[src/rtl/heartbeat_scheduler.sv]
// Heartbeat scheduler: per-channel period counters driven by a divided tick,
// feeding a round-robin valid/ready event offer with sticky overrun flags.
module heartbeat_lane #(
  parameter int PW = 16
) (
  input  logic          clk,
  input  logic          rst_n,
  input  logic          run,
  input  logic          active,
  input  logic          tick,
  input  logic          acc_hit,
  input  logic          ovr_clr,
  input  logic [PW-1:0] period,
  output logic          pending,
  output logic          ovr
);
  logic [PW-1:0] cnt;
  logic [PW-1:0] reload;
  logic          fire;

  assign reload = (period == '0) ? '0 : period - PW'(1);
  assign fire   = run && active && tick && (cnt == '0);

  always_ff @(posedge clk or negedge rst_n) begin
    if (!rst_n) begin
      cnt     <= '0;
      pending <= 1'b0;
      ovr     <= 1'b0;
    end else begin
      // First cycle after reset behaves like activation: load, never fire.
      if (!run || !active) cnt <= reload;
      else if (tick)       cnt <= (cnt == '0) ? reload : cnt - PW'(1);

      // A fire in the accepting cycle keeps the bit set without overrun.
      if (fire)                     pending <= 1'b1;
      else if (acc_hit || !active)  pending <= 1'b0;

      ovr <= (fire && pending && !acc_hit) || (ovr && !ovr_clr);
    end
  end
endmodule

module heartbeat_scheduler #(
  parameter int NCH = 4,
  parameter int PW  = 16
) (
  input  logic                    clk,
  input  logic                    rst_n,
  input  logic                    tick_lvl,
  input  logic [NCH-1:0]          cfg_en,
  input  logic [NCH*PW-1:0]       cfg_period,
  output logic                    evt_valid,
  output logic [$clog2(NCH)-1:0]  evt_ch,
  input  logic                    evt_ready,
  output logic [NCH-1:0]          ovr_flag,
  input  logic [NCH-1:0]          ovr_clr,
  output logic [NCH-1:0]          pending
);
  localparam int CW = $clog2(NCH);

  typedef enum logic {IDLE, OFFER} state_t;
  state_t state, state_nxt;

  logic                   tick_q, run, tick, accept;
  logic [CW-1:0]          rr_ptr, rr_nxt, ch_nxt, sel, sel_hi, sel_lo;
  logic                   hi_hit;
  logic [NCH-1:0]         active, acc_hit;
  logic [NCH-1:0][PW-1:0] period;

  assign period    = cfg_period;
  assign tick      = tick_lvl & ~tick_q;
  assign evt_valid = (state == OFFER);
  assign accept    = evt_valid & evt_ready;

  for (genvar i = 0; i < NCH; i++) begin : g_lane
    assign active[i]  = cfg_en[i] && (period[i] != '0);
    assign acc_hit[i] = accept && (evt_ch == CW'(i));

    heartbeat_lane #(.PW(PW)) u_lane (
      .clk     (clk),
      .rst_n   (rst_n),
      .run     (run),
      .active  (active[i]),
      .tick    (tick),
      .acc_hit (acc_hit[i]),
      .ovr_clr (ovr_clr[i]),
      .period  (period[i]),
      .pending (pending[i]),
      .ovr     (ovr_flag[i])
    );
  end

  // Descending scan leaves the lowest match; prefer indices at/above rr_ptr.
  always_comb begin
    hi_hit = 1'b0;
    sel_hi = '0;
    sel_lo = '0;
    for (int i = NCH-1; i >= 0; i--) begin
      if (pending[i]) sel_lo = CW'(i);
      if (pending[i] && (CW'(i) >= rr_ptr)) begin
        sel_hi = CW'(i);
        hi_hit = 1'b1;
      end
    end
    sel = hi_hit ? sel_hi : sel_lo;
  end

  always_comb begin
    state_nxt = state;
    ch_nxt    = evt_ch;
    rr_nxt    = rr_ptr;
    case (state)
      IDLE: if (|pending) begin
        state_nxt = OFFER;
        ch_nxt    = sel;
      end
      OFFER: if (evt_ready) begin
        state_nxt = IDLE;
        rr_nxt    = (evt_ch == CW'(NCH-1)) ? '0 : evt_ch + CW'(1);
      end
      default: state_nxt = IDLE;
    endcase
  end

  always_ff @(posedge clk or negedge rst_n) begin
    if (!rst_n) begin
      tick_q <= 1'b0;
      run    <= 1'b0;
      state  <= IDLE;
      evt_ch <= '0;
      rr_ptr <= '0;
    end else begin
      tick_q <= tick_lvl;
      run    <= 1'b1;
      state  <= state_nxt;
      evt_ch <= ch_nxt;
      rr_ptr <= rr_nxt;
    end
  end
endmodule

[config.mk]
export PLATFORM = sky130hd
export DESIGN_NAME = heartbeat_scheduler
export DESIGN_NICKNAME = d
export VERILOG_FILES = /design/src/rtl/heartbeat_scheduler.sv
export SDC_FILE = /design/constraint.sdc
export NUM_CORES = 1
export LEC_CHECK = 0
export CAP_MARGIN = 15
export CELL_PAD_IN_SITES_DETAIL_PLACEMENT = 0
export CELL_PAD_IN_SITES_GLOBAL_PLACEMENT = 1
export CORE_MARGIN = 5
export CORE_UTILIZATION = 40
export CTS_CLUSTER_DIAMETER = 150
export CTS_CLUSTER_SIZE = 28
export DETAILED_ROUTE_END_ITERATION = 8
export PLACE_DENSITY = 0.88
export SYNTH_ARGS = -nofsm -noshare
export SYNTH_HDL_FRONTEND = slang
export SYNTH_SLANG_ARGS = --single-unit
[constraint.sdc]
create_clock -name clk -period 5.15 [get_ports clk]
set_input_delay 1.03 -clock clk [delete_from_list [all_inputs] [get_ports clk]]
set_output_delay 1.03 -clock clk [all_outputs]
set_load 0.02 [all_outputs]
==> run summary, run 1 <==
The run finished with clean final reports. Row generation in the floorplan step produced 45 rows. Floorplan die width: 134 um. The critical path ends at g_lane[0].u_lane.cnt[7]. The relative contribution of combinational cells to total power was 20.3%. The longest clock path from root to sink contains 2 buffers.

The worst pin sits at a relative slew slack of 30.9%. The final setup TNS came out at 0 ns. Using the TritonRoute via totals, the vias-per-cell ratio works out to 5.87. The net switching power was 0.486 mW; the share of total power consumed by net switching was 28.6%. Setup violations remaining at the end of the flow were counted as 0. The tool flagged a number of max-cap violations equal to 0. The kind of end point of the critical path is a flop.

The maximum VDD drop was 0.170 mV. The final weighted congestion in routability-driven placement is 0.868, and the number of diodes is 0. The endpoint arrival time on the critical path is 3.47 ns. The die is 134 um tall. Once detail routing completed, the nets flagged for antenna violations numbered 0. Number of input and output port buffers inserted: 86.

During I/O placement, the number of pins put on the boundary was 87. Setup repair after global routing left no endpoint under its margin. From synthesis to final layout, the design area changed by 20.2%. Of the synthesized area, sequential elements account for 32.1%. Number of cells in the design after placement: 978. The initial utilization of the core area, before any placement, comes to 40.6%. The synthesized netlist devotes 29.2% of its cell area to simple gates. By area, the combinational part of the netlist is dominated by simple AND/OR/NAND/NOR gates.

The required time of the critical path was 5.41 ns. TritonCTS created 9 clock buffers. The Yosys step of the flow raised 0 warnings.

At the pin with the least slew margin, the transition time is 1.04 ns. The mapped netlist covers 6150 um^2. The buffer count from post-CTS setup fixing is 0, and the detailed-route DRC error count is 0. The logs give 0 for the number of instances resized during post-cts repair and 80 for the largest net degree at the start of global routing. In the final layout, the share of cells above drive strength 1 is 6.58%. Synthesis instantiated 75 different standard cells from the library. The region available for standard cell placement spans 15,100 um^2. After Yosys synthesis, XOR and XNOR cells account for 7.54% of the synthesized area. The final hold violation count is 0, and the number of global-route vias before repair is 5,495.

The leading register cell type out of synthesis is dfrtp_1. The total number of clock tree sinks was 79; the clock slew seen by the registers of the worst setup and hold paths was 0.06 ns. After detailed routing, the total wire length is 16,600 um. The floorplan step defined a die boundary enclosing 18,000 um^2.

The capture instance of the worst register-to-register path is g_lane[0].u_lane.cnt[7]. The launch point of the worst reg-to-reg path was g_lane[0].u_lane.cnt[7]. The launch point of the critical path is tick_lvl.

The run gives 18.5% as the aggregate global-route resource usage. The pre-antenna-repair detailed-routing pass consisted of 5 iterations. The count of final max-slew check failures is 0.

The setup path with the least slack is of type in -> reg. Summed over all cells, the static leakage comes to 2.66 nW. Share of Yosys cell area claimed by the top area cell type: 32.1%. First-pass GRT wire length: 27,700 um. For this design, the CTS-stage hold fixing added 0 buffers. The count of mapped cells out of synthesis came out at 735.

The class of the most critical hold timing path was reg -> reg. The post-synthesis compound-gate area fraction is 18.1%, and the peak clock frequency supported by timing is 0.311 GHz. For this run, the post-layout net count is 898. For this run, the number of standard cells in the final layout without fillers is 993. The logs give 2.14 ns for the reg2reg setup slack and 416 for the violation count after the first detailed-route iteration. The run gives 3 as the number of H-tree levels. The mux contribution to synthesized area works out to 3.97%. Per report_power, the clock group accounts for 36.3% of the total. The overall via count from detail_route is 5,833. The tools report the post-synth net total as 831. Of the total synthesized cell area, the portion taken by full adders, half adders and majority gates is 4.07%. The internal power component came out at 1.21 mW. The run gives 0 as the sum of overflow across all layers after global routing. STA classifies the critical path startpoint as an input pin. Average instance area after synthesis: 8.37 um^2. Counting I/O delays and the setup requirement, the final critical path takes 3.22 ns. TritonCTS built the clock tree. The share of total power dissipated in sequential elements is 43.4%. After detailed routing, the average wire length per cell comes to 16.7 um. The async set-or-reset flop fraction in the synthesized netlist is 100%.

Largest area contributor in the synthesized netlist: dfrtp_1. The count of cells along the worst register-to-register path works out to 6. The final HPWL from detailed placement is 12,300 um.

The final critical-path share of the clock period was 62.5%. The initial antenna violation count is 0. By area the synthesized netlist is led by dfrtp_1 (32%), xnor2_1 (5.0%), o22ai_1 (4.7%).

Along the worst path, the maximum fanout reaches 22. The worst clock skew on the final layout came out at 0.00592 ns. The tools report the buffer type at the clock tree root as clkbuf_16. The latest clock arrival within the worst-skew pair is 0.34 ns, and the total of flip-flops plus latches after synthesis is 79.

The number of synthesized flops with an enable pin works out to 0. Power spread over the standard cell area amounts to 230 nW/um^2.
registers in the layout (all words and copies together), names as in the netlist:
name,flops
g_lane.u_lane.cnt,64
g_lane.u_lane.ovr,4
g_lane.u_lane.pending,4
evt_ch,2
rr_ptr,2
evt_valid,1
run,1
tick_q,1
kinds of logic after synthesis:
| kind of cell | after synthesis |
|---|---|
| xor+xnor | 53 |
| other cells | 1 |
| simple gates | 323 |
| compound gates | 169 |
| buf+inv | 67 |
| mux | 23 |
| flops | 79 |
| fa+ha+maj | 20 |
worst min-delay path by stage:
stage | start | to | slack (ns) | depth (start not counted)
after CTS | g_lane[3].u_lane.ovr | g_lane[3].u_lane.ovr | 0.53 | 2
after global routing | g_lane[3].u_lane.ovr | g_lane[3].u_lane.ovr | 0.54 | 2
after global placement | g_lane[1].u_lane.ovr | g_lane[1].u_lane.ovr | 0.50 | 2
after floorplan | g_lane[0].u_lane.ovr | g_lane[0].u_lane.ovr | 0.45 | 2
after detailed placement | g_lane[3].u_lane.ovr | g_lane[3].u_lane.ovr | 0.51 | 2
final | g_lane[1].u_lane.ovr | g_lane[1].u_lane.ovr | 0.52 | 2
per-layer routing:
metal	share of wire, %	wire, um	track usage, %	vias to the layer above
li1	-	-	-	2907
met1	48	7960	26.6	2763
met2	46	7570	29.0	141
met3	4.1	680	1.95	22
met4	2.1	356	6.73	0
met5	0	0	0	-
critical path, stage by stage:
cell	delay [ns]
clkdlybuf4s50_1	0.57
nand2b_1	0.49
o21ai_0	0.66
o21ai_0	0.28
buf_2	0.26
o22ai_1	0.18
final cells by class:
cell class              instances  area, um^2
multi-input cells             589        3870
flip-flops and latches         79        1980
clock buffers                  14         284
well taps                     188         235
repair buffers                 94         916
fillers                      1483        7750
inverters                      29         109
metrics by stage:
step	worst slack [ns]	instance area (um^2)	utilization (%)	total power [mW]	hold WS (ns)
6_report	1.93	7390	48.8	1.70	0.522
2_1_floorplan	2.38	6150	-	0.937	0.452
3_5_place_dp	1.40	7100	46.9	1.09	0.508
3_3_place_gp	1.42	7100	46.9	1.08	0.504
5_1_grt	1.78	7390	48.8	1.78	0.540
4_1_cts	1.76	7390	48.8	1.71	0.529
cell usage in the layout, fill, tap and decap left out, types with 6 or more instances in the layout:
master and instances:
clkdlybuf4s50_1 85, dfrtp_1 79, nor2_1 60, nand2_1 47, nor3_1 47, o22ai_1 46
nor4_1 41, a21oi_1 37, xnor2_1 35, inv_1 29, nand3_1 25, o21ai_0 22
ha_1 20, or3_1 18, xor2_1 18, mux2i_1 15, or4_1 11, nand4_1 9
clkbuf_16 9, nor3b_1 8, buf_4 8, mux2_2 7, and2_1 6, nand2b_1 6
nor4b_1 6, a31oi_1 6, a22oi_1 6
power groups by stage:
stage               Sequential [mW]  Clock, mW  Combinational, mW
floorplan                     0.726          0              0.211
global placement              0.744          0              0.340
finish                        0.737      0.617              0.345
global route                  0.746      0.652              0.385
CTS                           0.735      0.629              0.345
detailed placement            0.745          0              0.344
cell usage after synthesis, types with 5 or more instances:
library cell  count
mux2i_1          15
ha_1             20
nand4_1           9
o21ai_0          22
a21oi_1          37
inv_1            29
nor3b_1           8
nor2_1           60
dfrtp_1          79
xor2_1           18
buf_1             5
xnor2_1          35
clkbuf_1         20
a22oi_1           6
nand2b_1          6
nor4_1           41
or3_1            18
a31oi_1           6
mux2_2            7
nand2_1          47
and2_1            6
nor3_1           47
nand3_1          25
or4_1            11
buf_4             8
o22ai_1          46
nor4b_1           6
Note: power is estimated with default switching activity, not from simulation.
==> run 2, diff against run 1 <==
Clock period 5.15 ns to 3 ns, I/O delays scaled along.
==> run summary, run 2 (same netlist as run 1, synthesis figures left out) <==
The run finished with clean final reports. For the starting utilization of the core area, the log shows 40.6%. The violation count after the first detailed-route iteration was 483.

Highest cell delay on the worst timing path: 0.53 ns. Traced cell by cell, the critical path runs through inv_1 > ha_1 > or3b_2 > or4b_4 > or4_1 > o221ai_1 > a21oi_1. The tools report the number of global-route vias before repair as 5,684. The cell leakage power was 2.79 nW; the total area of multi-input combinational cells was 3870 um^2. The slowest stage of the critical path belongs to the cell or4b_4.

The first-pass GRT wire length is 28,500 um, and the reg2reg setup slack is 0.47 ns. In this run the worst path has a maximum fanout of 5. The internal portion of the total power is 2.12 mW. The number of setup buffers added after CTS is 0. Class of the most critical hold timing path: in -> async. Setup repair after global routing left no endpoint under its margin. Detailed placement ended at an HPWL of 12,600 um. In the final layout, the registers with the most flip-flops are g_lane.u_lane.cnt (64), g_lane.u_lane.ovr (4), g_lane.u_lane.pending (4). The logs give 79 for the total number of clock tree sinks and 0 for the number of nets with antenna violations after routing. The total power divided by cell area came out at 390 nW/um^2. The number of ports placed on the die boundary is 87.

Based on the critical path, the design can be clocked at up to 0.396 GHz. The share of total power in sequential cells is 42.6%, and the measured slew at the worst slew-check pin is 0.685 ns. On the final layout, the worst clock skew is 0.00951 ns. Critical path class: reg -> reg. After detailed routing, the total wire length is 17,000 um. The buffer levels on the longest clock path was 2; the headroom to the max-slew limit was 53.9%. The clock network accounts for 36.7% of the total power.

Setup violations remaining at the end of the flow were counted as 0. The clock slew seen by the registers of the worst setup and hold paths came out at 0.06 ns. Clock latency on the worst-skew pair, taken at its later pin, is 0.33 ns. Of the total power, the share spent switching nets is 28.5%. The flip-flop count of the largest register, all copies and words added came out at 64.

Total area of sequential cells: 1980 um^2. The logs give 0 ns for the final setup TNS and 0 for the count of final max-slew check failures. The worst path meets setup with 0.472 ns of slack. The initial antenna violation count came out at 0.

The region available for standard cell placement spans 15,100 um^2. The logs give 0.846 mW for the net switching power and 45 for the number of cell rows. Routability-driven placement finished with a final weighted congestion of 0.814. The largest net degree at the start of global routing is 80, and the fill cell total of the finished layout is 1,459. Number of input and output port buffers inserted: 86. The logs give 0 for the number of diodes and 0.231 ns for the worst slack at placement. The fraction of final layout cells with drive strength greater than 1 works out to 9.06%. Buffer type at the clock tree root: clkbuf_16. Once the clock tree was built, the resizer swapped 0 gates to a different size. Number of H-tree levels: 3. The kind of end point of the critical path was a flop. The die is 134 um tall. Across all layers, the routed design uses 5,953 vias. Final critical-path required period: 2.53 ns. For this design, the CTS-stage hold fixing added 0 buffers.

The routed length per placed instance was 16.7 um; the endpoint arrival time on the critical path was 2.74 ns. The area of the die is 18,000 um^2, and the number of nets at the end of the flow is 919. Of the available clock period, the critical path in the final layout requires 84.3%.

The count of TritonRoute iterations in the first routing pass came out at 5. The commonest non-fill, non-tap cell in the layout was clkdlybuf4s50_1. Of the total power, combinational logic draws 20.8%. For this run, design rule violations remaining after detail routing come to 0. Global routing used 19.1% of the available tracks across all layers. In the routed layout, each cell is associated on average with a via count of 5.86. The floorplan die width was 134 um; the number of clock buffers inserted by TritonCTS was 9.

The final hold violation count was 0. The required time of the critical path was 3.21 ns. The top register by number of flip-flops is g_lane.u_lane.cnt. TritonCTS built the clock tree. The sum of overflow across all layers after global routing was 0. IR analysis of the VDD net gives a maximum drop of 0.262 mV. Compared with the post-synthesis result, the final layout area differs by 23.6%.

STA classifies the critical path startpoint as a flop. The library cells used most frequently in the layout, excluding fill and tap cells, are clkdlybuf4s50_1 (85), dfrtp_1 (79), nor2_1 (60), nand2_1 (47), nor3_1 (47). The number of violations of the max-capacitance limit is 0.
[run 2: cell count changes in the layout (fill, tap and decap cells not counted), sizes merged]
cell and change:
buf +21, bufinv +1, clkbuf -2, clkinv +3
[run 2: worst paths after layout]
check                                        start                        to  depth (start not counted)
max                        g_lane[2].u_lane.cnt[0]  g_lane[2].u_lane.cnt[14]                          7
min                                          rst_n   g_lane[1].u_lane.cnt[6]                          1
max reg2reg                g_lane[2].u_lane.cnt[0]  g_lane[2].u_lane.cnt[14]                          7
min reg2reg                   g_lane[1].u_lane.ovr      g_lane[1].u_lane.ovr                          2
max in group asynchronous                    rst_n   g_lane[0].u_lane.cnt[0]                          2
min in group clk              g_lane[1].u_lane.ovr      g_lane[1].u_lane.ovr                          2
[run 2: metrics by stage]
step / util [%] / std cells / cell area [um^2] / power, mW / hold slack [ns]
floorplan: - / 735 / 6150 / 1.61 / 0.304
global placement: 48.1 / 999 / 7290 / 1.88 / 0.502
detailed placement: 48.1 / 999 / 7290 / 1.89 / 0.521
CTS: 50.0 / 1015 / 7580 / 2.98 / 0.510
global route: 50.2 / 1016 / 7610 / 3.11 / 0.145
finish: 50.2 / 1016 / 7610 / 2.97 / 0.132
[run 2: critical path: cells and delay by family, from the launching register on]
kind | cells | cell delay [ns]
compound gates | 2 | 0.18
flops | 1 | 0.42
simple gates | 3 | 1.52
buf+inv | 1 | 0.10
fa+ha+maj | 1 | 0.19
[run 2: power groups by stage]
stage | logic (mW) | registers [mW] | clock network, mW
after floorplan | 0.362 | 1.25 | 0
after global placement | 0.606 | 1.28 | 0
after detailed placement | 0.611 | 1.28 | 0
after CTS | 0.614 | 1.26 | 1.11
after global routing | 0.684 | 1.28 | 1.15
final | 0.616 | 1.26 | 1.09
[run 2: final cells by class]
| class | count | share of cell area (%) |
|---|---|---|
| timing repair buffer | 115 | 14.7 |
| tap | 188 | 3.09 |
| clock buffer | 12 | 3.24 |
| inverter | 29 | 1.43 |
| clock inverter | 4 | 0.592 |
| sequential | 79 | 26.0 |
| multi-input combinational | 589 | 50.9 |
[run 2: per-layer routing]
metal  track usage, %  share of wire (%)
met1             27.4                 48
met2             29.5                 46
met3             2.36                4.3
met4             7.07                2.2
met5                0                  0
